--- src/rtl/uart_pkg.sv ---
// uart_pkg: shared types and constants for the UART receive path.
package uart_pkg;
  localparam int DATA_W = 8;
  localparam int DEF_CLK_PER_BIT = 868;
  typedef enum logic [1:0] {IDLE, START, DATA, STOP} uart_rx_state_t;
endpackage

--- src/rtl/uart_sync.sv ---
// uart_sync: 2-flop synchronizer for an asynchronous serial line, resets to idle-high.
module uart_sync (
  input  logic clk,
  input  logic reset,
  input  logic d,
  output logic q
);
  logic meta;
  always_ff @(posedge clk or posedge reset) begin
    if (reset) {meta, q} <= 2'b11;
    else {meta, q} <= {d, meta};
  end
endmodule

--- src/rtl/uart_receiver.sv ---
// uart_receiver: 8N1 LSB-first UART receiver with mid-bit sampling.
// Define UART_RX_FRAME_ERR_EN to check the stop bit and expose frame_error.
module uart_receiver
  import uart_pkg::*;
#(
  parameter int CLK_PER_BIT = DEF_CLK_PER_BIT
) (
  input  logic              clk,
  input  logic              reset,
  input  logic              rx_in,
  output logic [DATA_W-1:0] recv_data,
  output logic              recv_ok,
  output logic              rx_busy
`ifdef UART_RX_FRAME_ERR_EN
  , output logic            frame_error
`endif
);
  localparam int CW = $clog2(CLK_PER_BIT);
  localparam logic [CW-1:0] HALF_M1 = CW'(CLK_PER_BIT / 2 - 1);
  localparam logic [CW-1:0] FULL_M1 = CW'(CLK_PER_BIT - 1);
  logic rx_s, rx_prev, sample;
  uart_rx_state_t state;
  logic [CW-1:0] baud;
  logic [2:0] bit_cnt;
  logic [DATA_W-1:0] shift;
  uart_sync u_sync (.clk(clk), .reset(reset), .d(rx_in), .q(rx_s));
  // The start bit is sampled at its midpoint; every later sample is a full bit apart.
  assign sample = baud == (state == START ? HALF_M1 : FULL_M1);
  always_ff @(posedge clk or posedge reset) begin
    if (reset) begin
      state <= IDLE;
      rx_prev <= 1'b1;
      baud <= '0;
      bit_cnt <= '0;
      shift <= '0;
      recv_data <= '0;
      recv_ok <= 1'b0;
      rx_busy <= 1'b0;
`ifdef UART_RX_FRAME_ERR_EN
      frame_error <= 1'b0;
`endif
    end else begin
      rx_prev <= rx_s;
      recv_ok <= 1'b0;
`ifdef UART_RX_FRAME_ERR_EN
      frame_error <= 1'b0;
`endif
      baud <= sample || state == IDLE ? '0 : baud + 1'b1;
      case (state)
        IDLE: begin
          bit_cnt <= '0;
          if (rx_prev && !rx_s) begin
            state <= START;
            rx_busy <= 1'b1;
          end
        end
        START: if (sample) begin
          state <= rx_s ? IDLE : DATA;
          rx_busy <= !rx_s;
        end
        DATA: if (sample) begin
          shift[bit_cnt] <= rx_s;
          bit_cnt <= bit_cnt + 1'b1;
          if (bit_cnt == 3'd7) state <= STOP;
        end
        STOP: if (sample) begin
          state <= IDLE;
          rx_busy <= 1'b0;
`ifdef UART_RX_FRAME_ERR_EN
          if (rx_s) begin
            recv_data <= shift;
            recv_ok <= 1'b1;
          end else frame_error <= 1'b1;
`else
          recv_data <= shift;
          recv_ok <= 1'b1;
`endif
        end
        default: state <= IDLE;
      endcase
    end
  end
endmodule

--- config.mk ---
export PLATFORM = sky130hd
export DESIGN_NAME = uart_receiver
export DESIGN_NICKNAME = d
export VERILOG_FILES = /design/src/rtl/uart_pkg.sv /design/src/rtl/uart_sync.sv /design/src/rtl/uart_receiver.sv
export SDC_FILE = /design/constraint.sdc
export NUM_CORES = 1
export LEC_CHECK = 0
export BUFFER_PORTS_ARGS = -buffer_cell sky130_fd_sc_hd__buf_2
export CAP_MARGIN = 30
export CORE_ASPECT_RATIO = 0.9
export CORE_MARGIN = 2
export CORE_UTILIZATION = 45
export DETAILED_ROUTE_END_ITERATION = 10
export GPL_ROUTABILITY_DRIVEN = 0
export MAX_ROUTING_LAYER = met4
export PLACE_DENSITY = 0.64
export SLEW_MARGIN = 20
export SYNTH_ARGS = -nofsm -noshare
export SYNTH_HDL_FRONTEND = slang
export SYNTH_SLANG_ARGS = --single-unit
--- constraint.sdc ---
create_clock -name clk -period 5.3 [get_ports clk]
set_input_delay 1.325 -clock clk [delete_from_list [all_inputs] [get_ports clk]]
set_output_delay 1.325 -clock clk [all_outputs]
set_load 0.05 [all_outputs]
==> run_results.csv, run 1 <==
group,metric,value,unit
run_status,status,"finished clean",
cells_and_area,fin_nets,164,
cells_and_area,syn2layout_area_growth,10.55,%
worst_setup_path,crit_family,"simple AND/OR/NAND/NOR gates",
yosys,seq_area_frac_synth,0.5408,
route,wl_per_cell,13.09,microns
clock_network,path_clk_slew,0.06,ns
power_and_ir_drop,irDropWorstVdd,175.1,uV
cells_and_area,final-seq-area,904.6,sq um
placed_design,port_buffers,12,
cells_and_area,final_cells,205,
power_and_ir_drop,p_total,0.6128,mW
clock_network,clock-sinks,36,
global_route,grt_pass1_vias,981,
yosys,synth_top_area_share,0.4936,
yosys,synthTopCellsByArea,"dfrtp_1, mux2_4, mux2_2",
worst_setup_path,path_buf_inv,0,
yosys,synth_commonest_cells,"dfrtp_1, nor2_1, nand2_1",
sta,finClkSkew,0.002695,ns
route,vias,1060,
yosys,synth_cells,146,
job,drv_cap,0,
clock_network,cts_buffers,5,
die,core_area,3652,sq um
worst_setup_path,cpPeakStageDelay,0.63,ns
sta,slew_headroom,0.5101,
clock_network,cts_buffer_depth,2,
route,vias_per_cell,5.171,
sta,max_freq,427.6,MHz
route,finalWirelength,2683,microns
yosys,synth.distinct_cells,35,
route,antenna_left,0,
cells_and_area,multi_input_area,714.4,sq um
die,ios,13,
die,dieWidth,68.27,microns
sta,worst_slack,2.961,ns
worst_setup_path,critical_path_arrival,2.51,ns
sta,rsz0062_at_grt,"no",
die,rows,21,
yosys,ys_ff_latch,36,
die,die_h,61.84,microns
clock_network,postCtsResizedCells,0,
sta,setup_viol,0,
cells_and_area,post-route-util,0.5063,
yosys,synth_ff_type,"dfrtp_1",
yosys,yosysMostFrequentCell,"dfrtp_1",
global_route,overflow,0,
yosys,synth_edf_count,0,
worst_hold_path,hp-class,"flop to flop",
route,drtIter0Drc,43,
sta,post-route-period-util,0.4413,
placed_design,postPlaceCellArea,1759,sq um
global_route,antenna_found_initial,0,
yosys,async_flop_share,1.000,
yosys,syn_nets,152,
cells_and_area,num_antenna_cells,0,
worst_setup_path,worstPathCellList,"nor4b_2 > nand4b_1 > a21oi_2 > nand4b_1 > mux2_2",
die,start_util,0.4580,
route,firstDrtPassIters,4,
worst_setup_path,startpoint_type,"flop",
sta,drv_slew,0,
clock_network,clockRootBuffer,"clkbuf_8",
yosys,ys_warn_count,0,
route,drcViolationCount,0,
cells_and_area,post-route-cell-area,1849,sq um
power_and_ir_drop,p_per_area,331.4,nW/um^2
worst_setup_path,endpoint_kind,"flop",
clock_network,clk_latency,0.28,ns
placed_design,hpwlAfterDp,1788,microns
global_route,grt_max_degree,37,
placed_design,place_inst,197,
worst_setup_path,worstPathMaxFanout,20,
clock_network,hold_buffers,0,
sta,hold_violations,0,
clock_network,cts_tree,"built",
cells_and_area,fill_cells,335,
yosys,avgSynthCellArea,11.46,sq um
sta,whs,0.3597,ns
sta,min_period,2.339,ns
clock_network,postCtsSetupBuffers,0,
power_and_ir_drop,p_leak,0.9235,nW
clock_network,cts.htree.levels,2,
worst_setup_path,worstPathRequired,5.47,ns
yosys,yosysTopAreaCell,"dfrtp_1",
yosys,syn_area,1673,sq um
placed_design,dpl_worst_slack,2.976,ns
worst_setup_path,path_class,"flop to flop",
global_route,grt_pass1_wl,4574,microns
sta,setup_tns,0,ns
die,dieArea,4222,sq um
global_route,track_usage,0.1584,
worst_setup_path,slowest_stage,"a21oi_2",
worst_setup_path,path_common_cell,"nand4b_1",
cells_and_area,drive_gt1_frac,0.2642,
sta,tightest_slew,0.7348,ns
-- layout by cell type (no fill, tap or decap) --
| master | n |
|---|---|
| nor3b_1 | 2 |
| or2_2 | 2 |
| a21oi_2 | 1 |
| a311oi_1 | 1 |
| buf_2 | 12 |
| a21oi_1 | 1 |
| nor3_1 | 3 |
| nand2_1 | 14 |
| dfstp_2 | 3 |
| nor2_1 | 18 |
| clkbuf_8 | 6 |
| and4_1 | 1 |
| o211ai_1 | 1 |
| clkbuf_1 | 2 |
| dfrtp_1 | 33 |
| inv_1 | 4 |
| nor2b_1 | 1 |
| nand3_1 | 8 |
| nand4_1 | 4 |
| nor4_1 | 1 |
| mux2_2 | 8 |
| nand3b_1 | 1 |
| a2111o_1 | 1 |
| xnor2_1 | 1 |
| nor4b_2 | 1 |
| and3_1 | 3 |
| o2111ai_1 | 1 |
| nand4b_1 | 2 |
| buf_4 | 1 |
| xor2_1 | 7 |
| a221o_1 | 1 |
| mux2_4 | 8 |
| ha_1 | 3 |
| mux2i_1 | 2 |
| o2bb2ai_1 | 1 |
-- kinds of logic after synthesis --
| group | count (synthesis) | share of synthesized area |
|---|---|---|
| AOI/OAI and AO/OA | 8 | 0.03890 |
| xor gates and xnor gates | 8 | 0.04189 |
| adders and majority gates | 3 | 0.02244 |
| buffers and inverters | 12 | 0.03440 |
| DFF | 36 | 0.5408 |
| muxes | 18 | 0.1376 |
| and+or+nand+nor | 61 | 0.1840 |
-- state kept, by name, summed over array words and instances (netlist names), named ones only --
signal       cells
u_sync.meta      1
u_sync.q         1
recv_data        8
bit_cnt          3
recv_ok          1
state            1
rx_prev          1
rx_busy          1
baud            10
shift            8
-- layout make-up --
cell class / count / share of cell area
multi-input combinational: 98 / 0.3863
timing repair buffer: 13 / 0.03654
sequential: 36 / 0.4892
tap: 46 / 0.03112
clock buffer: 8 / 0.04871
inverter: 4 / 0.008119
-- routing by layer --
layer	wire length [microns]	GRT usage
met5	0	-
met4	54	0.07714
met3	105	0.05946
met2	1187	0.2191
met1	1335	0.2042
-- power by group --
group	switching [mW]	internal, mW
clock network	0.0853	0.106
logic	0.0389	0.0371
registers	0.0414	0.304
total	0.166	0.447
-- worst paths after layout --
check | startpoint | end | slack (ns) | depth (start not counted)
min | u_sync.meta | u_sync.q | 0.36 | 0
min reg2reg | u_sync.meta | u_sync.q | 0.36 | 0
min in group asynchronous | reset | baud[5] | 1.13 | 3
max reg2reg | state[0] | shift[0] | 2.96 | 5
max in group asynchronous | reset | u_sync.q | 3.83 | 3
max | state[0] | shift[0] | 2.96 | 5
Power figures use the tool's default switching activity.
==> inputs of run 2 (changes only) <==
--- a/config.mk
+++ b/config.mk
@@ -5,6 +5,7 @@
 export SDC_FILE = /design/constraint.sdc
 export NUM_CORES = 1
 export LEC_CHECK = 0
+export ABC_AREA = 1
 export BUFFER_PORTS_ARGS = -buffer_cell sky130_fd_sc_hd__buf_2
 export CAP_MARGIN = 30
 export CORE_ASPECT_RATIO = 0.9
@@ -13,7 +14,7 @@
 export DETAILED_ROUTE_END_ITERATION = 10
 export GPL_ROUTABILITY_DRIVEN = 0
 export MAX_ROUTING_LAYER = met4
-export PLACE_DENSITY = 0.64
+export PLACE_DENSITY = 0.66
 export SLEW_MARGIN = 20
 export SYNTH_ARGS = -nofsm -noshare
 export SYNTH_HDL_FRONTEND = slang
==> constraint.sdc (replaced) <==
create_clock -name clk -period 2.07 [get_ports clk]
set_input_delay 0.5175 -clock clk [delete_from_list [all_inputs] [get_ports clk]]
set_output_delay 0.5175 -clock clk [all_outputs]
set_load 0.05 [all_outputs]
==> run 2 against run 1 <==
Net effect:
- non-clock buffer count unchanged
- clock-buffer cell count decreased by 3
- design area rose by 6.8%
- maximum frequency increased by 46%
- critical endpoint is now shift[1]
==> run_results.csv, run 2 <==
group,metric,value,unit
route,vias,1334,
sta,drv_slew,0,
global_route,grt_pass1_wl,5526,microns
global_route,track_usage,0.1637,
die,die_h,63.57,microns
cells_and_area,fill_cells,360,
clock_network,cts.htree.levels,2,
route,drtIter0Drc,145,
clock_network,postCtsSetupBuffers,0,
global_route,antenna_found_initial,0,
worst_setup_path,critical_path_arrival,1.79,ns
cells_and_area,syn2layout_area_growth,11.35,%
worst_setup_path,r2r_start,"baud[3]",
global_route,overflow,0,
worst_setup_path,worstPathRequired,2.26,ns
global_route,use_met2,0.2083,
cells_and_area,drive_gt1_frac,0.1752,
worst_setup_path,cpPeakStageDelay,0.39,ns
cells_and_area,multi_input_area,715.7,sq um
global_route,gr-usage-met3,0.05280,
yosys,synthTopCellsByArea,"dfrtp_1, nand2_1, inv_1",
clock_network,hold_buffers,0,
yosys,synth_commonest_cells,"nand2_1, inv_1, dfrtp_1",
worst_setup_path,worstPathCellList,"inv_1 > nand3_1 > nor2_1 > nand2_2 > nor2_4 > nand2_4 > nor2_8 > nand3_1 > nand2_1 > inv_1",
die,dieWidth,70.19,microns
cells_and_area,final-seq-area,904.6,sq um
worst_setup_path,path_class,"flop to flop",
cells_and_area,final_common_cell,"nand2_1",
route,vias_per_cell,4.764,
sta,slew_headroom,0.7122,
route,drcViolationCount,0,
cells_and_area,reg_top3,"baud: 10 flops, recv_data: 8 flops, shift: 8 flops",
clock_network,clockRootBuffer,"clkbuf_8",
job,drv_cap,0,
clock_network,postCtsResizedCells,0,
worst_setup_path,endpoint_kind,"flop",
placed_design,hpwlAfterDp,2284,microns
yosys,yosysMostFrequentCell,"nand2_1",
yosys,synth.distinct_cells,25,
route,antenna_left,0,
worst_hold_path,hp-class,"primary input to asynchronous set/reset pin",
yosys,synth_cells,214,
route,firstDrtPassIters,4,
worst_setup_path,worstPathMaxFanout,7,
sta,setup_tns,0,ns
sta,rsz0062_at_grt,"no",
power_and_ir_drop,p_per_area,820.0,nW/um^2
cells_and_area,num_antenna_cells,0,
global_route,use_met1,0.2413,
yosys,avgSynthCellArea,8.291,sq um
run_status,status,"finished clean",
global_route,grt.busiest_layer,"met1",
clock_network,cts_buffer_depth,2,
clock_network,clk_latency,0.29,ns
cells_and_area,layout_common_cells,"nand2_1, inv_1, dfrtp_1, nor2_1, buf_2",
global_route,grt_pass1_vias,1222,
worst_setup_path,r2r_setup_slack,0.47,ns
die,dieArea,4462,sq um
power_and_ir_drop,power.switching,0.5162,mW
route,finalWirelength,3014,microns
worst_setup_path,slowest_stage,"dfrtp_1",
clock_network,clock-sinks,36,
yosys,seq_area_frac_synth,0.5099,
cells_and_area,fin_nets,239,
yosys,synth_edf_count,0,
worst_setup_path,worst-r2r-cell-count,10,
placed_design,postPlaceCellArea,1888,sq um
power_and_ir_drop,pwr-share-comb,0.186,
yosys,yosysTopAreaCell,"dfrtp_1",
yosys,syn_area,1774,sq um
power_and_ir_drop,p_leak,1.076,nW
worst_setup_path,startpoint_type,"flop",
cells_and_area,largest_reg_flops,10,
die,rows,21,
worst_setup_path,r2r_end,"shift[1]",
die,ios,13,
route,wl_per_cell,10.76,microns
yosys,ys_ff_latch,36,
die,start_util,0.4722,
die,core_area,3757,sq um
clock_network,cts_tree,"built",
global_route,grt_max_degree,37,
power_and_ir_drop,power_frac_seq,0.516,
yosys,synth_ff_type,"dfrtp_1",
clock_network,cts_buffers,5,
clock_network,path_clk_slew,0.08,ns
power_and_ir_drop,clkPwrFrac,0.298,
power_and_ir_drop,switching_share,0.3186,
cells_and_area,top_register,"baud",
sta,hold_violations,0,
yosys,ys_warn_count,0,
yosys,synth_top_area_share,0.4654,
yosys,async_flop_share,1.000,
sta,finClkSkew,0.007966,ns
sta,setup_viol,0,
sta,post-route-period-util,0.7739,
sta,tightest_slew,0.4317,ns
sta,min_period,1.602,ns
cells_and_area,post-route-cell-area,1976,sq um
yosys,syn_nets,220,
placed_design,port_buffers,12,
power_and_ir_drop,p_int,1.104,mW
sta,max_freq,624.2,MHz
power_and_ir_drop,irDropWorstVdd,477.6,uV
-- run 2: changes by cell type after synthesis, moves of 4 or more --
| cell | change |
|---|---|
| inv_1 | +31 |
| o21ai_1 | +10 |
| mux2_4 | -8 |
| nand2_2 | +4 |
| clkbuf_1 | -4 |
| nor3_1 | +4 |
| a21oi_1 | +5 |
| mux2_2 | -8 |
| xor2_1 | -6 |
| nand2_1 | +43 |
-- run 2: worst max-delay path by stage --
stage | from | end | slack, ns | cells after the start
global placement | baud[3] | shift[4] | 0.49 | 9
global route | baud[3] | shift[2] | 0.30 | 10
detailed placement | baud[2] | shift[2] | 0.48 | 10
floorplan | baud[2] | shift[0] | 0.59 | 10
CTS | baud[2] | shift[1] | 0.46 | 10
finish | baud[3] | shift[1] | 0.47 | 10
-- run 2: power groups by stage --
stage                     Clock [mW]  Sequential (mW)  Combinational, mW
after floorplan                    0            0.829              0.256
after global placement             0            0.846              0.298
after detailed placement           0            0.848              0.305
after CTS                      0.498            0.834              0.305
after global routing           0.541            0.844              0.353
final                          0.483            0.835              0.302
-- run 2: through the flow --
stage	setup slack (ns)	hold slack (ns)	utilization	power, mW	instances
detailed placement	0.4758	0.3472	0.5025	1.153	272
CTS	0.4625	0.3132	0.5258	1.638	280
floorplan	0.5939	0.3452	-	1.085	214
finish	0.4679	0.3069	0.5258	1.620	280
global placement	0.4939	0.3457	0.5025	1.144	272
global route	0.3032	0.3113	0.5258	1.738	280
-- run 2: cells by family after synthesis --
| group | count (synthesis) | synth area share |
|---|---|---|
| adders and majority gates | 3 | 0.02116 |
| buffers and inverters | 39 | 0.08674 |
| DFF | 36 | 0.5099 |
| xor gates and xnor gates | 1 | 0.004937 |
| AOI/OAI and AO/OA | 21 | 0.06065 |
| and+or+nand+nor | 114 | 0.3166 |
-- run 2: cell type report --
type,instances,area share
clock buffers,5,0.03483
flip-flops and latches,36,0.4579
inverters,38,0.07220
repair buffers,13,0.03420
multi-input cells,139,0.3623
well taps,46,0.02913
clock inverters,3,0.009500
-- run 2: metal layers --
layer,wire (microns),share of wire
met1,1664,0.55
met4,49,0.016
met3,126,0.042
met2,1173,0.39
met5,0,0
-- run 2: worst max-delay path: cells and delay by family (launching register included) --
family	cells	cell delay, ns
AND/OR/NAND/NOR	8	0.99
buffers and inverters	2	0.13
flip-flops	1	0.39
